==> src/rtl/load_ud_pkg.sv <==
// Shared types and step arithmetic for the loadable up/down counter.
package load_ud_pkg;

    typedef enum logic [1:0] {
        MODE_WRAP    = 2'd0,
        MODE_SAT     = 2'd1,
        MODE_ONESHOT = 2'd2
    } mode_e;

    typedef enum logic [1:0] {
        ST_IDLE = 2'd0,
        ST_RUN  = 2'd1,
        ST_DONE = 2'd2
    } state_e;

    typedef struct packed {
        logic [31:0] count;
        logic        term;
        logic        held;
    } step_t;

    // held marks a clamped step (SAT/ONESHOT already at the terminal value)
    function automatic step_t next_count(input logic [31:0] cur,
                                         input logic        dir,
                                         input mode_e       mode,
                                         input logic [31:0] max);
        step_t       r;
        logic [31:0] term_val;
        term_val = dir ? max : 32'd0;
        r.held   = 1'b0;
        if (cur == term_val && mode == MODE_WRAP) begin
            r.count = dir ? 32'd0 : max;
        end else if (cur == term_val) begin
            r.count = cur;
            r.held  = 1'b1;
        end else begin
            r.count = dir ? cur + 32'd1 : cur - 32'd1;
        end
        r.term = (r.count == term_val);
        return r;
    endfunction

endpackage

==> src/rtl/load_ud_prescale.sv <==
// Enable prescaler: down-counter that yields one tick per PRESCALE enabled cycles.
module load_ud_prescale #(
    parameter int PRESCALE = 4
) (
    input  logic clk,
    input  logic reset,
    input  logic en_i,
    input  logic clr_i,
    output logic tick_o
);
    localparam int             PW     = $clog2(PRESCALE);
    localparam logic [PW-1:0]  RELOAD = PW'(PRESCALE - 1);

    logic [PW-1:0] cnt_q;
    logic [PW-1:0] cnt_d;

    always_comb begin
        cnt_d = cnt_q;
        if (clr_i) begin
            cnt_d = RELOAD;
        end else if (en_i) begin
            cnt_d = (cnt_q == '0) ? RELOAD : cnt_q - PW'(1);
        end
    end

    assign tick_o = en_i && !clr_i && (cnt_q == '0);

    always_ff @(posedge clk or negedge reset) begin
        if (!reset) begin
            cnt_q <= RELOAD;
        end else begin
            cnt_q <= cnt_d;
        end
    end

endmodule

==> src/rtl/load_ud_counter.sv <==
// Loadable up/down counter with WRAP/SAT/ONESHOT modes and terminal-count pulse.
// Optional enable prescaler built when LOAD_UD_PRESCALE_EN is defined.
//
// state   | meaning
// ST_IDLE | not in a one-shot run; count only moves in WRAP/SAT
// ST_RUN  | one-shot run active, busy_o high
// ST_DONE | one-shot reached terminal value, done_o high until next load
module load_ud_counter
    import load_ud_pkg::*;
#(
    parameter int WIDTH    = 4,
    parameter int MAX_VAL  = 2**WIDTH - 1,
    parameter int PRESCALE = 4
) (
    input  logic             clk,
    input  logic             reset,
    input  logic             en_i,
    input  logic             load_i,
    input  logic [WIDTH-1:0] load_val_i,
    input  logic             dir_i,
    input  logic [1:0]       mode_i,
    output logic [WIDTH-1:0] count_o,
    output logic             tc_o,
    output logic             done_o,
    output logic             busy_o
);
    localparam logic [WIDTH-1:0] MAX_W = WIDTH'(MAX_VAL);

    logic             tick;
    logic             step;
    mode_e            mode;
    step_t            nc;
    logic [31-WIDTH:0] unused_hi;

    state_e           state_q, state_d;
    logic [WIDTH-1:0] count_q, count_d;
    logic             tc_q, tc_d;
    logic             done_q, done_d;
    logic             busy_q, busy_d;

`ifdef LOAD_UD_PRESCALE_EN
    load_ud_prescale #(.PRESCALE(PRESCALE)) u_prescale (
        .clk    (clk),
        .reset  (reset),
        .en_i   (en_i),
        .clr_i  (load_i),
        .tick_o (tick)
    );
`else
    logic unused_prescale;
    assign unused_prescale = ^PRESCALE;
    assign tick            = 1'b1;
`endif

    assign step      = en_i && tick;
    assign mode      = (mode_i == 2'd3) ? MODE_WRAP : mode_e'(mode_i);
    assign nc        = next_count(32'(count_q), dir_i, mode, 32'(MAX_W));
    assign unused_hi = nc.count[31:WIDTH];

    always_comb begin
        state_d = state_q;
        count_d = count_q;
        tc_d    = 1'b0;
        done_d  = done_q;
        busy_d  = busy_q;
        if (load_i) begin
            count_d = (load_val_i > MAX_W) ? MAX_W : load_val_i;
            done_d  = 1'b0;
            state_d = (mode == MODE_ONESHOT) ? ST_RUN : ST_IDLE;
            busy_d  = (mode == MODE_ONESHOT);
        end else begin
            if (mode != MODE_ONESHOT) begin
                state_d = ST_IDLE;
                busy_d  = 1'b0;
            end
            if (step) begin
                if (mode != MODE_ONESHOT) begin
                    count_d = nc.count[WIDTH-1:0];
                    tc_d    = nc.term && !nc.held;
                end else if (state_q == ST_RUN) begin
                    // a run loaded at the terminal value finishes here with no count change
                    count_d = nc.count[WIDTH-1:0];
                    tc_d    = nc.term;
                    if (nc.term) begin
                        state_d = ST_DONE;
                        busy_d  = 1'b0;
                        done_d  = 1'b1;
                    end
                end
            end
        end
    end

    always_ff @(posedge clk or negedge reset) begin
        if (!reset) begin
            state_q <= ST_IDLE;
            count_q <= '0;
            tc_q    <= 1'b0;
            done_q  <= 1'b0;
            busy_q  <= 1'b0;
        end else begin
            state_q <= state_d;
            count_q <= count_d;
            tc_q    <= tc_d;
            done_q  <= done_d;
            busy_q  <= busy_d;
        end
    end

    assign count_o = count_q;
    assign tc_o    = tc_q;
    assign done_o  = done_q;
    assign busy_o  = busy_q;

endmodule
==> config.mk <==
export PLATFORM = sky130hd
export DESIGN_NAME = load_ud_counter
export DESIGN_NICKNAME = d
export VERILOG_FILES = /design/src/rtl/load_ud_pkg.sv /design/src/rtl/load_ud_prescale.sv /design/src/rtl/load_ud_counter.sv
export SDC_FILE = /design/constraint.sdc
export NUM_CORES = 1
export LEC_CHECK = 0
export CAP_MARGIN = 20
export CORE_ASPECT_RATIO = 2
export CORE_UTILIZATION = 30
export DETAILED_ROUTE_END_ITERATION = 8
export PLACE_DENSITY = 0.6
export SYNTH_ARGS = -nofsm -noshare
export SYNTH_HDL_FRONTEND = slang
export SYNTH_HIERARCHICAL = 1
export SYNTH_SLANG_ARGS = --single-unit
export TNS_END_PERCENT = 5
==> constraint.sdc <==
create_clock -name clk -period 3.1 [get_ports clk]
set_input_delay 0.465 -clock clk [delete_from_list [all_inputs] [get_ports clk]]
set_output_delay 0.465 -clock clk [all_outputs]
set_load 0.01 [all_outputs]
==> results.toml <==
[status]
status = "completed"

[sta]
slew_viol_final = 0
slew_headroom_pct = 65.5
fin_skew_ns = 0.00157
post-route-min-period_ns = 2.72
fmax_mhz = 367
setup_viol = 0
fin_setup_tns_ns = 0
period_share_pct = 87.8
worstMarginPinSlew_ns = 0.516
hold_viol_final = 0
rsz0062_at_grt = "no"

[clocking]
worst_skew_pair.late_latency_ns = 0.23
cts-buffers-inserted = 3
path_clk_slew_ns = 0.05
cts_setup_buffers = 0
cts_root_buf = "clkbuf_8"
cts_sinks = 9
htree_levels = 1
clock_tree.buffer_depth = 2
cts_tree = "built"
ctsResizeCount = 0
postCtsHoldBufs = 0

[layout]
final_area_um2 = 1060
drive_gt1_share_pct = 14.8
antenna_cells = 0
multi_input_area_um2 = 554
syn_to_final_growth_pct = 25.5
seq_area_um2 = 225
nNetsFinal = 125
fill_cells = 291

[setup_path]
start_kind = "input port"
path_class = "in2reg"
cp_max_fo = 7
arrival_ns = 2.84
crit_path_end_kind = "register"
crit_required_ns = 3.21

[job]
drv_cap = 0

[logic_synthesis]
async_flop_share_pct = 100
synth-xor-area-share_pct = 2.07
yosysWarningCount = 6
syn-num-nets = 107
synth_top_family_by_area = "compound AO/OA/AOI/OAI gates"
synthAdderAreaFrac_pct = 7.41
synth_top_area_cell = "dfrtp_1"
synthSimpleGateAreaFrac_pct = 24.0
synth_edf_count = 0
synth_seq_cells = 9
synth_cell_type_count = 41
ys_seq_area_share_pct = 26.7
synth_compound_area_share_pct = 28.0
ys_top_cells_by_area = "dfrtp_1, ha_1, nor2_1"
synthFlopType = "dfrtp_1"
yosys-mux-area-fraction_pct = 4.15
netlist_area_um2 = 845
synth_top_area_share_pct = 26.7
synth_cells = 91
syn_area_per_cell_um2 = 9.28

[floorplan]
die_area_um2 = 3040
initial_utilization_pct = 32.5
io_pins = 18
die_h_um = 77.0
rows = 26
die_w_um = 39.5
core_area_um2 = 2600

[global_routing]
first_global_vias = 751
grt_use_total_pct = 14.3
antenna_found_initial = 0
grt_max_degree = 17
grt-ovfl-total = 0
grt_pass1_wl_mm = 3.22

[routing]
wl_mm = 1.83
wl_per_cell_um = 13.4
drc_errors = 0
ant_nets = 0
initialDrtViolationCount = 11
vias = 741
firstDrtPassIters = 4
post_drt_via_cell_ratio = 5.45

[pwr]
switching_share_pct = 33.5
power_density_nw_per_um2 = 419
power_frac_clock_pct = 30.2
p_leak_nw = 0.433
p_seq_share_pct = 33.6
ir_worst_vdd_v = 0.000222
comb_power_share_pct = 36.3
power.internal_mw = 0.296
total_power_mw = 0.444
p_sw_mw = 0.149

[placed_design]
place_area_um2 = 1010
port_buffers = 17
gp_congestion = 0.820
hpwl_mm = 1.51

[hold_path]
min_path_type = "reg2reg"
## worst max-delay path, stage by stage
cell             delay, ns
clkdlybuf4s50_1       0.48
inv_1                 0.10
ha_1                  0.40
a211oi_1              0.10
a311o_2               0.37
o221a_1               0.18
a2111oi_4             0.33
o21ai_2               0.13
o31a_1                0.28
## worst paths after layout
check / start / endpoint / slack (ns) / cells past startpoint
worst max-delay path: dir_i / busy_o / 0.38 / 9
worst max register to register: count_o[0] / busy_o / 0.60 / 8
worst min-delay path: done_o / done_o / 0.50 / 2
min in group asynchronous: reset / busy_o / 0.54 / 1
max in group asynchronous: reset / count_o[0] / 2.28 / 1
worst min register to register: done_o / done_o / 0.50 / 2
## metal layers
metal / wire [um] / track usage [%] / vias up / part of all wire [%]
li1: - / - / 372 / -
met5: 0 / 0 / - / 0
met2: 1070 / 24.4 / 15 / 59
met4: 42 / 7.59 / 0 / 2.3
met3: 46 / 0.867 / 4 / 2.5
met1: 664 / 16.3 / 350 / 36
## cells in the final DEF, fill, tap and decap left out, types with 2 or more instances in the layout
master | Yosys | routed
a211oi_1 | 2 | 2
clkbuf_8 | 0 | 3
clkdlybuf4s50_1 | 0 | 17
dfrtp_1 | 9 | 9
ha_1 | 5 | 5
inv_1 | 6 | 6
mux2i_1 | 2 | 2
nand2_1 | 8 | 8
nand2b_1 | 2 | 2
nand3_1 | 3 | 3
nor2_1 | 11 | 11
nor3_1 | 2 | 2
o21ai_0 | 7 | 7
o21ai_2 | 2 | 2
o31a_1 | 2 | 2
## sequential cells by signal, summed over array words and instances (netlist names)
signal,flops
count_o,4
state_q,2
done_o,1
busy_o,1
tc_o,1
## per-stage QoR
stage               utilization [%]  hold WS (ns)  worst slack, ns  instances
finish                         40.7         0.501            0.378        136
detailed placement             39.0         0.494            0.148        132
CTS                            40.7         0.508            0.367        136
global route                   40.7         0.522            0.192        136
global placement               39.0         0.474            0.170        132
floorplan                         -         0.169            0.660         91
## cell families (layout without fill, tap and decap cells)
group	count (synthesis)	count (layout)
xor gates and xnor gates	2	2
AOI/OAI and AO/OA	27	27
DFF	9	9
muxes	3	3
adders and majority gates	5	5
and+or+nand+nor	34	34
buffers and inverters	11	28
## cell usage after synthesis (2+ instances only)
master	n
nand2b_1	2
dfrtp_1	9
inv_1	6
nor2_1	11
mux2i_1	2
o21ai_0	7
ha_1	5
o21ai_2	2
nor3_1	2
nand2_1	8
nand3_1	3
buf_6	3
o31a_1	2
a211oi_1	2
## final cells by class
type                    instances  share of cell area, %
multi-input cells              71                   52.3
flip-flops and latches          9                   21.3
repair buffers                 18                   16.8
clock buffers                   4                   4.25
well taps                      28                   3.31
inverters                       6                   2.13
## power by group through the flow
stage / clock network, mW / registers, mW / logic, mW
2_1_floorplan: 0 / 0.139 / 0.127
3_3_place_gp: 0 / 0.150 / 0.160
3_5_place_dp: 0 / 0.151 / 0.162
5_1_grt: 0.144 / 0.152 / 0.179
4_1_cts: 0.136 / 0.149 / 0.163
6_report: 0.134 / 0.149 / 0.161
Note: power is estimated with default switching activity, not from simulation.
